**config.mk**
```make
export PLATFORM = sky130hd
export DESIGN_NAME = cpu_mem_loader
export DESIGN_NICKNAME = d
export VERILOG_FILES = /design/src/rtl/cpu_mem_loader.sv
export SDC_FILE = /design/constraint.sdc
export NUM_CORES = 1
export LEC_CHECK = 0
export CORE_MARGIN = 2
export CORE_UTILIZATION = 52
export DETAILED_ROUTE_END_ITERATION = 12
export PLACE_DENSITY = 0.9
export RECOVER_POWER = 50
export SYNTH_ARGS = -nofsm -noshare
export SYNTH_HDL_FRONTEND = slang
export SYNTH_SLANG_ARGS = --single-unit
```
**constraint.sdc**
```tcl
create_clock -name clk -period 5.5 [get_ports clk]
set_input_delay 0.825 -clock clk [delete_from_list [all_inputs] [get_ports clk]]
set_output_delay 0.825 -clock clk [all_outputs]
set_load 0.01 [all_outputs]
```
**src/rtl/cpu_mem_loader.sv**
```systemverilog
// cpu_mem_loader: streams words into per-channel CPU memory ports (LOAD),
// reads them back against an expected stream (VERIFY), and runs the CPU
// until the STOP opcode is fetched (RUN), counting the cycles it took.
// Optional feature macro: LOADER_TIMEOUT_EN (RUN abort after TIMEOUT_CYCLES).
module cpu_mem_loader #(
  parameter int unsigned N_CH           = 2,
  parameter int unsigned ADDR_W         = 64,
  parameter int unsigned DATA_W         = 32,
  parameter int unsigned CNT_W          = 11,
  parameter int unsigned READ_LAT       = 1,
  parameter logic [6:0]  STOP_OPC       = 7'b1111110,
  parameter int unsigned TIMEOUT_CYCLES = 100000,
  localparam int unsigned CH_W          = (N_CH > 1) ? $clog2(N_CH) : 1
) (
  input  logic                     clk,
  input  logic                     arst_n,
  input  logic                     start,
  input  logic [1:0]               mode,
  input  logic [CH_W-1:0]          ch_sel,
  input  logic [ADDR_W-1:0]        base_addr,
  input  logic [2:0]               addr_shift,
  input  logic [CNT_W-1:0]         word_cnt,
  input  logic                     s_valid,
  input  logic [DATA_W-1:0]        s_data,
  output logic                     s_ready,
  output logic [N_CH*ADDR_W-1:0]   m_addr,
  output logic [N_CH-1:0]          m_wen,
  output logic [N_CH-1:0]          m_ren,
  output logic [N_CH*DATA_W-1:0]   m_wdata,
  input  logic [N_CH*DATA_W-1:0]   m_rdata,
  output logic                     cpu_enable,
  input  logic [31:0]              instr,
  output logic                     busy,
  output logic                     done,
  output logic [CNT_W-1:0]         mismatch_cnt,
  output logic [CNT_W-1:0]         first_err_idx,
  output logic [3:0]               stop_code,
  output logic [31:0]              cycle_cnt,
  output logic                     timeout
);

  localparam int unsigned WAIT_W = (READ_LAT > 1) ? $clog2(READ_LAT) : 1;
  localparam logic [1:0]  MODE_LOAD   = 2'b00;
  localparam logic [1:0]  MODE_VERIFY = 2'b01;
  localparam logic [1:0]  MODE_RUN    = 2'b10;

  typedef enum logic [2:0] {
    S_IDLE, S_LOAD, S_RD_ISSUE, S_RD_WAIT, S_CMP, S_RUN, S_DONE
  } state_t;

  state_t               state_q, state_d;
  logic [CH_W-1:0]      ch_q, ch_d;
  logic [ADDR_W-1:0]    base_q, base_d;
  logic [2:0]           shift_q, shift_d;
  logic [CNT_W-1:0]     cnt_q, cnt_d;
  logic [CNT_W-1:0]     idx_q, idx_d;
  logic [WAIT_W-1:0]    wait_q, wait_d;
  logic [DATA_W-1:0]    rdata_q, rdata_d;
  logic                 cmp_first_q, cmp_first_d;

  logic                     s_ready_d, cpu_enable_d, busy_d, done_d, timeout_d;
  logic [N_CH*ADDR_W-1:0]   m_addr_d;
  logic [N_CH-1:0]          m_wen_d, m_ren_d;
  logic [N_CH*DATA_W-1:0]   m_wdata_d;
  logic [CNT_W-1:0]         mismatch_d, first_err_d;
  logic [3:0]               stop_code_d;
  logic [31:0]              cycle_cnt_d, cyc_inc;

  logic                 wen_one, ren_one;
  logic [ADDR_W-1:0]    addr_val;
  logic [DATA_W-1:0]    wdata_val;
  logic [DATA_W-1:0]    rd_sel, rd_cur;
  logic                 last_word;

  // Only the opcode and stop-code fields of the fetched instruction matter.
  logic unused_instr;
  assign unused_instr = ^instr[27:7];

  function automatic logic [ADDR_W-1:0] word_addr(input logic [ADDR_W-1:0] b,
                                                  input logic [CNT_W-1:0]  i,
                                                  input logic [2:0]        s);
    return b + (ADDR_W'(i) << s);
  endfunction

  // Read data of the latched channel.
  always_comb begin
    rd_sel = '0;
    for (int unsigned k = 0; k < N_CH; k++) begin
      if (CH_W'(k) == ch_q) rd_sel = m_rdata[k*DATA_W +: DATA_W];
    end
  end

  // Read data is live on the first compare cycle, then held while the stream stalls.
  assign rd_cur    = cmp_first_q ? rd_sel : rdata_q;
  assign last_word = (idx_q == cnt_q - CNT_W'(1));

  // Next-state and next-output logic.
  always_comb begin
    state_d      = state_q;
    ch_d         = ch_q;
    base_d       = base_q;
    shift_d      = shift_q;
    cnt_d        = cnt_q;
    idx_d        = idx_q;
    wait_d       = wait_q;
    rdata_d      = rdata_q;
    done_d       = done;
    mismatch_d   = mismatch_cnt;
    first_err_d  = first_err_idx;
    stop_code_d  = stop_code;
    cycle_cnt_d  = cycle_cnt;
    timeout_d    = timeout;
    wen_one      = 1'b0;
    ren_one      = 1'b0;
    addr_val     = '0;
    wdata_val    = '0;
    m_addr_d     = '0;
    m_wen_d      = '0;
    m_ren_d      = '0;
    m_wdata_d    = '0;
    cyc_inc      = (cycle_cnt == '1) ? cycle_cnt : cycle_cnt + 32'd1;

    case (state_q)
      S_IDLE, S_DONE: begin
        if (start && mode != 2'b11) begin
          ch_d    = ch_sel;
          base_d  = base_addr;
          shift_d = addr_shift;
          cnt_d   = word_cnt;
          idx_d   = '0;
          done_d  = 1'b0;
          case (mode)
            MODE_LOAD: state_d = (word_cnt == '0) ? S_DONE : S_LOAD;
            MODE_VERIFY: begin
              mismatch_d  = '0;
              first_err_d = '0;
              if (word_cnt == '0) begin
                state_d = S_DONE;
              end else begin
                state_d  = S_RD_ISSUE;
                ren_one  = 1'b1;
                addr_val = base_addr;
              end
            end
            MODE_RUN: begin
              cycle_cnt_d = '0;
              stop_code_d = '0;
              timeout_d   = 1'b0;
              state_d     = S_RUN;
            end
            default: state_d = state_q;
          endcase
        end else if (state_q == S_DONE) begin
          state_d = S_IDLE;
        end
      end
      S_LOAD: begin
        if (s_valid) begin
          wen_one   = 1'b1;
          addr_val  = word_addr(base_q, idx_q, shift_q);
          wdata_val = s_data;
          idx_d     = idx_q + CNT_W'(1);
          if (last_word) state_d = S_DONE;
        end
      end
      S_RD_ISSUE: begin
        wait_d  = '0;
        state_d = (READ_LAT > 1) ? S_RD_WAIT : S_CMP;
      end
      S_RD_WAIT: begin
        if (wait_q == WAIT_W'(READ_LAT - 2)) state_d = S_CMP;
        else                                 wait_d  = wait_q + WAIT_W'(1);
      end
      S_CMP: begin
        rdata_d = rd_cur;
        if (s_valid) begin
          if (rd_cur != s_data) begin
            if (mismatch_cnt == '0) first_err_d = idx_q;
            if (mismatch_cnt != '1) mismatch_d  = mismatch_cnt + CNT_W'(1);
          end
          if (last_word) begin
            state_d = S_DONE;
          end else begin
            idx_d    = idx_q + CNT_W'(1);
            state_d  = S_RD_ISSUE;
            ren_one  = 1'b1;
            addr_val = word_addr(base_q, idx_q + CNT_W'(1), shift_q);
          end
        end
      end
      S_RUN: begin
        cycle_cnt_d = cyc_inc;
        if (instr[6:0] == STOP_OPC) begin
          stop_code_d = instr[31:28];
          state_d     = S_DONE;
        end
`ifdef LOADER_TIMEOUT_EN
        else if (cyc_inc == 32'(TIMEOUT_CYCLES)) begin
          timeout_d   = 1'b1;
          stop_code_d = 4'hF;
          state_d     = S_DONE;
        end
`endif
      end
      default: state_d = S_IDLE;
    endcase

`ifndef LOADER_TIMEOUT_EN
    timeout_d = 1'b0;
`endif

    if (state_d == S_DONE) done_d = 1'b1;
    cpu_enable_d = (state_d == S_RUN);
    busy_d       = (state_d != S_IDLE) && (state_d != S_DONE);
    s_ready_d    = (state_d == S_LOAD) || (state_d == S_CMP);
    cmp_first_d  = (state_d == S_CMP) && (state_q != S_CMP);

    for (int unsigned k = 0; k < N_CH; k++) begin
      if (CH_W'(k) == ch_d) begin
        m_wen_d[k] = wen_one;
        m_ren_d[k] = ren_one;
        if (wen_one || ren_one) m_addr_d[k*ADDR_W +: ADDR_W] = addr_val;
        if (wen_one)            m_wdata_d[k*DATA_W +: DATA_W] = wdata_val;
      end
    end
  end

  // State, context and registered outputs; reset drops strobes immediately.
  always_ff @(posedge clk or negedge arst_n) begin
    if (!arst_n) begin
      state_q       <= S_IDLE;
      ch_q          <= '0;
      base_q        <= '0;
      shift_q       <= '0;
      cnt_q         <= '0;
      idx_q         <= '0;
      wait_q        <= '0;
      rdata_q       <= '0;
      cmp_first_q   <= 1'b0;
      s_ready       <= 1'b0;
      m_addr        <= '0;
      m_wen         <= '0;
      m_ren         <= '0;
      m_wdata       <= '0;
      cpu_enable    <= 1'b0;
      busy          <= 1'b0;
      done          <= 1'b0;
      mismatch_cnt  <= '0;
      first_err_idx <= '0;
      stop_code     <= '0;
      cycle_cnt     <= '0;
      timeout       <= 1'b0;
    end else begin
      state_q       <= state_d;
      ch_q          <= ch_d;
      base_q        <= base_d;
      shift_q       <= shift_d;
      cnt_q         <= cnt_d;
      idx_q         <= idx_d;
      wait_q        <= wait_d;
      rdata_q       <= rdata_d;
      cmp_first_q   <= cmp_first_d;
      s_ready       <= s_ready_d;
      m_addr        <= m_addr_d;
      m_wen         <= m_wen_d;
      m_ren         <= m_ren_d;
      m_wdata       <= m_wdata_d;
      cpu_enable    <= cpu_enable_d;
      busy          <= busy_d;
      done          <= done_d;
      mismatch_cnt  <= mismatch_d;
      first_err_idx <= first_err_d;
      stop_code     <= stop_code_d;
      cycle_cnt     <= cycle_cnt_d;
      timeout       <= timeout_d;
    end
  end

endmodule

```
* Word level (Yosys, flattened, before mapping)
Index checks and enable logic that the tools add are counted.
Storage, ports and cells: flip-flop bits (word level) 385, latch bits 0, bits in writable memories 0, ROM bits 0, bits of input ports 213, output and inout bits 259, logic and storage cells 156, memories kept 0
Cells by class: $add $sub $neg 7, $mul 0, divide/modulo/power cells 0, magnitude comparators 0, eq/ne operators 31, shift operators 2, mux-type cells 71, bitwise gates (word level) 0, reduce and logical (&&, ||, !) cells 24
Operator list (count):
- two-way mux 64 bit | 9
- two-way mux 32 bit | 10
- case mux 64 bit (3 select lines) | 1
- two-way mux 11 bit | 12
- adder 64 bit | 2
- << shifter 11 x 3 -> 64 bit | 2
- case mux 32 bit (2 select lines) | 1
- case mux 11 bit (2 select lines) | 2
- case mux 11 bit (3 select lines) | 1
- adder 32 x 1 -> 32 bit (second input constant) | 1
- == test 32 bit (second input constant) | 1
- != test 32 bit | 1
- two-way mux 3 bit | 10
- adder 11 x 1 -> 11 bit (second input constant) | 2
- logical NOT 11 bit | 2
- != test 2 bit (second input constant) | 10
- == test 3 bit (second input constant) | 6
- case mux 3 bit (6 select lines) | 1
- two-way mux 1 bit | 17
- two-way mux 4 bit | 3
- AND reduction 6 bit | 2
- == test 11 bit | 1
- != test 11 bit (second input constant) | 1
- subtractor 11 x 1 -> 11 bit (second input constant) | 1
- 21 further kinds | 36

* Logic depth before layout (Yosys ltp)
Gate-level depths: netlist of the first run.
depth in word-level cells 8, mapped depth 21

* Least setup slack after synthesis of the first run
Ideal clock, no wire load.
kind flip-flop to flip-flop, from register idx_q[0], to register m_addr[116], setup time 0.132 ns, data arrival time 4.209 ns, required time 5.368 ns, setup slack 1.159 ns, cell stages (with the launch flop) 22, period minus slack after synthesis 4.341 ns, path through dfrtp_1 > ha_1 > clkbuf_1 > nand4_1 > nor3_1 > nand2_1 > o21ai_0 > nand2_1 > o211ai_1 > o21a_1 > nor2_1 > ha_1 > clkbuf_1 > nand4_1 > nor4_1 > a32oi_1 > and2_1 > buf_2 > nor4_1 > xor2_1 > a222oi_1 > nor2_1
On the way: longest elaborated chain between the ends 8, elaborated cells on any way between the ends 16
Ends and longest elaborated chain:
- from (decl) | RTL line 56 | logic [CNT_W-1:0] idx_q, idx_d;
- from (signal assigned) | RTL line 259 | idx_q <= idx_d;
- adder 11 x 1 -> 11 bit | RTL line 187 | addr_val = word_addr(base_q, idx_q + CNT_W'(1), shift_q);
- << shifter 11 x 3 -> 64 bit | RTL line 82 | return b + (ADDR_W'(i) << s);
- adder 64 bit | RTL line 82
- two-way mux 64 bit | RTL line 181 | if (last_word) begin
- two-way mux 64 bit | RTL line 176 | if (s_valid) begin
- case mux 64 bit (3 select lines) | RTL line 123 | case (state_q)
- two-way mux 64 bit (*) | RTL line 222 | if (wen_one || ren_one) m_addr_d[k*ADDR_W +: ADDR_W] = addr_val;
- two-way mux 64 bit (*) | RTL line 219 | if (CH_W'(k) == ch_d) begin
- via m_addr_d[116] | RTL line 62 | logic [N_CH*ADDR_W-1:0] m_addr_d;
- to (signal assigned) | RTL line 264 | m_addr <= m_addr_d;
- to (decl) | RTL line 26 | output logic [N_CH*ADDR_W-1:0] m_addr,
Mark *: on every way through the listed nets, which the timed path passes. The rest lies on a longest branch. A chain may end at the register's enable or synchronous reset.

* Final worst setup path of the first run
from register idx_q[4], to register m_addr[114]
The elaborated chain is that of the path after synthesis.

==> metrics.txt, run 1 <==
status complete, but fails checks; failing checks capacitance limit, slew limit; # nets final a little over 3k; GPL Wtd Cong approximately 0.99; Inserted Clock Buffers 41; Critical Path Source Type flip-flop; fraction of layout cells with a size suffix above 1 5.28%; PwrDens approximately 470 nW/um^2; Mapped Area 21600 sq um; crit path cell chain nand3_1 > nor3_1 > xnor2_1 > mux2i_1 > mux2_2 > nor2_1 > a21oi_1 > ha_1 > a21oi_1 > o21ai_1 > a32oi_2 > and2_1 > nor2_1 > xnor2_1 > a211oi_1 > nor2_1; Yosys top cell by area dfrtp_1; launch point of the worst reg-to-reg path idx_q[4]; CP endpoint kind flip-flop; Largest stage delay, worst path ~670 ps; hpwl dp about 55000 um; syn nets between 2k and 3k; Synth cell types 89; CTS tree done; final global-route overflow total 0; most used cell, CP nor2_1; H-tree depth 2; Routed Antenna Nets 0; critical path arrival about 5500 ps; Clock Path Buffers 3; Starting Density between 50% and 60%; die width about 210 um; Required @ worst endpoint between 5000 and 6000 ps; Ports between 400 and 500; vias about 21k; clock sink count 385; Die Y slightly above 200 um; hold_buf cts 0; Fin. Hold Viols 0; clock skew 19.2 ps; Layout area overhead 29.1%; Vias/cell roughly 6.2; gr usage total roughly a third; Std-Cell Core Area about 40000 sq um; yosys warns 0; DR pass1 iterations 8; slew at the pin closest to its max-slew limit about 4000 ps; Worst path depth 16; pin count of the biggest net entering global routing around 130; crit path launch idx_q[4]; Max Cap Viol 6; post-synth top area share approximately 45%; postcts setup bufs 0; Tmin final 5130 ps; Top FF cell, synth dfrtp_1; part of the cycle the worst path needs ~93%; RSZ-0062 raised after global routing no; DRT iter0 DRCs between 2k and 2.5k; Worst Reg-to-Reg Cells 16; initial antenna violation count 12; highest clock rate just under 200 MHz; CP Class reg -> reg; Remaining DRCs 0; EDFF count, synth 0; # port buffers 449; count of final setup violators 0; synth top area cells dfrtp_1 (45%), nand2_1 (6.8%), xnor2_1 (5.0%); Final WS setup 370 ps; die area ~43000 sq um; Yosys reg bits around 390; hold slack final roughly 510 ps; worst rel slew slack -162%; worst skew pair latency roughly 570 ps; synthesized area per cell 8.86 sq um; Leak roughly 12 nW; Hold Crit Depth 1; dpl ws ~360 ps; HP Class reg -> reg; Bufs and invs on worst path 0; routed len/inst 22.9 um; clock root buffer clkbuf_16; global-route wire length before repair about 120000 um; CP Max Fanout 13; final core utilization between 60% and 70%; Setup TNS 0 ps; crit-path leading delay family simple AND/OR/NAND/NOR gates; Cell Rows 74; clk slew on worst S/H paths 60 ps; CP max-delay cell a32oi_2; vias in the first global route 20.9k; most frequent cell after synthesis nand2_1; Mapped Cells approximately 2.4k; Post-synth top cells nand2_1 (391), dfrtp_1 (385), nor2_1 (259); sequential element share of the synthesized area between 40 and 50%; VDD IR max 0.300 mV; hold path start stop_code[0]; DRT Wirelength roughly 78000 um; Post-synth ARST share 100%; Max Transition Viols Final 528
-- flip-flops by register name, indices dropped and copies added, names as in the netlist, 2 cells and up --
name,cells
m_addr,128
base_q,64
m_wdata,64
cycle_cnt,32
rdata_q,32
cnt_q,11
first_err_idx,11
idx_q,11
mismatch_cnt,11
stop_code,4
shift_q,3
state_q,3
m_ren,2
m_wen,2
-- cells by family (layout without fill, tap and decap cells) --
family / Yosys count / after routing / share of synthesized area (%)
and+or+nand+nor: 1028 / 1028 / 22.1
AOI/OAI and AO/OA: 501 / 501 / 15.3
DFF: 385 / 385 / 44.6
buffers and inverters: 213 / 615 / 4.09
xor gates and xnor gates: 195 / 195 / 7.91
muxes: 70 / 70 / 3.28
adders and majority gates: 45 / 45 / 2.68
other: 1 / 12 / 0.0174
-- placed cells by master (no fill, tap or decap), drive strengths merged, types with 11 or more instances in the layout --
master	instances
and2	22
and3	84
clkbuf	65
clkdlybuf4s50	355
nand3	58
ha	43
dfrtp	385
or3	14
a21o	17
o21ai	124
a21oi	134
mux2i	63
o22ai	13
nand2	391
a221oi	20
o31ai	11
nor2b	11
nand4	37
nor3	48
a31oi	24
xnor2	123
nor4	32
inv	49
xor2	72
o2bb2ai	11
nor2	260
buf	41
a211oi	35
dlygate4sd3	93
diode	11
nand2b	18
o211ai	22
-- cell type report --
cell class | count | area (sq um)
Fill cell | 3074 | 13000
Multi-Input combinational cell | 1840 | 11100
Sequential cell | 385 | 9640
Timing Repair Buffer | 494 | 4820
Clock buffer | 60 | 1220
Tap cell | 532 | 666
Clock inverter | 11 | 190
Inverter | 50 | 189
Antenna cell | 11 | 27.5
-- power by group --
part / switching [mW] / internal, mW
clock network: 1.16 / 1.77
registers: 0.829 / 3.57
logic: 3.52 / 2.34
-- layer usage --
layer,vias up,wire (um),track usage (%)
met5,-,25,0
met4,4,4890,19.6
met3,292,6450,6.10
met2,1236,37000,58.0
met1,10100,29200,43.2
li1,9307,-,-
-- metrics by stage --
stage	cell area [sq um]	std cells	power, mW
3_3_place_gp	26500	3301	9.95
3_5_place_dp	26500	3301	10.1
2_1_floorplan	21600	2438	7.91
5_1_grt	27900	3382	13.9
6_report	27900	3383	13.2
4_1_cts	27900	3372	13.2
-- final timing paths --
| path | endpoint | slack, ps |
|---|---|---|
| min in group asynchronous | m_addr[0] | 1100 |
| max reg2reg | m_addr[114] | 370 |
| min | stop_code[0] | 510 |
| min reg2reg | stop_code[0] | 510 |
| max | m_addr[114] | 370 |
| max in group asynchronous | base_q[17] | 1240 |
-- what timing repair did --
item                       CTS  global route
gates resized for setup      0             1
hold endpoints to repair     0             0
setup endpoints to repair    0            11
-- worst register-to-register path: stages (launching register included) --
cell	delay, ps
dfrtp_1	590
nand3_1	190
nor3_1	430
xnor2_1	200
mux2i_1	120
mux2_2	290
nor2_1	90
a21oi_1	60
ha_1	390
a21oi_1	210
o21ai_1	140
a32oi_2	670
and2_1	670
nor2_1	160
xnor2_1	180
a211oi_1	490
nor2_1	80
No activity file was read; power rests on OpenSTA's default activity.
==> run 2: changes to the inputs <==
--- a/config.mk
+++ b/config.mk
@@ -10,6 +10,7 @@
 export DETAILED_ROUTE_END_ITERATION = 12
 export PLACE_DENSITY = 0.9
 export RECOVER_POWER = 50
+export SKIP_CTS_REPAIR_TIMING = 1
 export SYNTH_ARGS = -nofsm -noshare
 export SYNTH_HDL_FRONTEND = slang
 export SYNTH_SLANG_ARGS = --single-unit
==> constraint.sdc (replaced) <==
create_clock -name clk -period 5.5 [get_ports clk]
set_input_delay 0.825 -clock clk [delete_from_list [all_inputs] [get_ports clk]]
set_output_delay 0.825 -clock clk [all_outputs]
set_load 0.05 [all_outputs]
==> run 2 against run 1 <==
The run still ends with capacitance limit, slew limit left. Clock power about the same. First-iteration DRC count decreased by 1.0%. Die area unchanged. Sequential share of layout area stayed put. Combinational power up 19%. Clock-buffer cell count stayed put. Fmax shrank 0.46%. Hold slack about the same. Non-clock buffer count stayed put. Critical endpoint unchanged. Largest cell class unchanged. Highest routed layer unchanged.
==> metrics.txt, run 2 (synthesis gave the netlist of run 1 again) <==
clock sink count 385; Tmin final approximately 5200 ps; highest clock rate around 190 MHz; status complete, but fails checks; hpwl dp ~55000 um; Sw Pwr 6.59 mW; die area between 40000 and 50000 sq um; PwrDens about 500 nW/um^2; P_int about 7.7 mW; part of the cycle the worst path needs between 90% and 100%; final global-route overflow total 0; DRT Wirelength roughly 78000 um; Final WS setup roughly 350 ps; Max Transition Viols Final about 530; slew at the pin closest to its max-slew limit roughly 3900 ps; power share of the sequential group between 30% and 40%; clock root buffer clkbuf_16; vias around 21k; Routed Antenna Nets 0; Clk pwr share around a fifth; grt met1 use between 40% and 50%; Design Power 14.3 mW; most frequent cells in the layout nand2_1 (390), clkdlybuf4s50_1 (390), dfrtp_1 (384), nor2_1 (258), a21oi_1 (134); placed cell area around 26000 sq um; hold slack final between 500 and 600 ps; clk slew on worst S/H paths roughly 60 ps; RSZ-0062 raised after global routing no; CP Max Fanout 13; Die Y 208 um; worst skew pair latency ~570 ps; Critical Path Source Type flip-flop; CTS tree done; largest registers m_addr x128, base_q x64, m_wdata x64; crit path launch idx_q[4]; DR pass1 iterations 6; CP endpoint kind flip-flop; vias in the first global route 20.9k; Clock Path Buffers 3; fraction of layout cells with a size suffix above 1 around 5.3%; Cell Rows 74; Inserted Clock Buffers a little over 40; CP Class reg -> reg; Layout area overhead 29.1%; # nets final just over 3k; die width 208 um; critical path arrival roughly 5600 ps; launch point of the worst reg-to-reg path idx_q[4]; max reg flops approximately 130; Sw Ratio approximately 46%; Vias/cell about 6.2; clock skew 20.6 ps; VDD IR max 0.362 mV; failing checks capacitance limit, slew limit; routed len/inst 23.0 um; Leak around 12 nW; Remaining DRCs 0; Std-Cell Core Area about 41000 sq um; GPL Wtd Cong slightly below 1; dpl ws 362 ps; Fin. Hold Viols 0; global route hottest layer met2; Max Cap Viol 6; Setup TNS 0 ps; # port buffers roughly 450; met2 Use GR between 50% and 60%; Required @ worst endpoint approximately 5900 ps; met3 GRT Util approximately 6%; Starting Density a little over half; gr usage total roughly a third; Gate power share 48.7%; H-tree depth 2; pin count of the biggest net entering global routing about 130; worst rel slew slack -159%; hold path start stop_code[0]; count of final setup violators 0; most flop-heavy register m_addr; initial antenna violation count 12; global-route wire length before repair between 100000 and 150000 um; final instance area around 28000 sq um; HP Class reg -> reg; DRT iter0 DRCs around 2.4k; Ports between 400 and 500
run 2: cell types whose count changed in the layout (fill, tap and decap cells not counted):
cell / previous run / this run
clkdlybuf4s50_1: 355 / 390
dlygate4sd3_1: 93 / 58
run 2: metrics by stage:
step                      utilization (%)  std cells
after global routing                 68.1       3382
after detailed placement             64.7       3301
final                                68.1       3383
after global placement               64.7       3301
after CTS                            68.2       3372
after floorplan                         -       2438
run 2: worst max-delay path, stage by stage (launching register included):
cell      delay, ps
dfrtp_1         590
nand3_1         190
nor3_1          430
xnor2_1         200
mux2i_1         120
mux2_2          290
nor2_1          100
a21oi_1          60
ha_1            390
a21oi_1         210
o21ai_1         140
a32oi_2         670
and2_1          670
nor2_1          150
xnor2_1         180
a211oi_1        490
nor2_1           80
run 2: final timing paths:
check	endpoint	slack, ps	depth (start not counted)
max	m_addr[114]	350	16
min	stop_code[0]	510	1
max reg2reg	m_addr[114]	350	16
min reg2reg	stop_code[0]	510	1
max in group asynchronous	ch_q	1230	2
min in group asynchronous	m_addr[0]	1100	1
run 2: power groups by stage:
stage               clock network, mW  logic [mW]  registers (mW)
CTS                              2.97        6.87            4.38
global placement                    0        6.64            4.38
global route                     3.08        7.42            4.49
detailed placement                  0        6.79            4.42
finish                           2.93        6.95            4.40
floorplan                           0        3.73            5.23
run 2: area by class of cell:
type,count,area (sq um)
diodes,11,27.5
clock buffers,60,1220
clock inverters,11,190
fillers,3074,13000
inverters,50,189
multi-input cells,1840,11100
flip-flops and latches,385,9640
well taps,532,666
repair buffers,494,4820
run 2: routing by layer:
| layer | wire, um | vias up |
|---|---|---|
| met5 | 25 | - |
| met4 | 4940 | 4 |
| met3 | 6330 | 293 |
| met2 | 36900 | 1197 |
| met1 | 29500 | 10200 |
| li1 | - | 9308 |
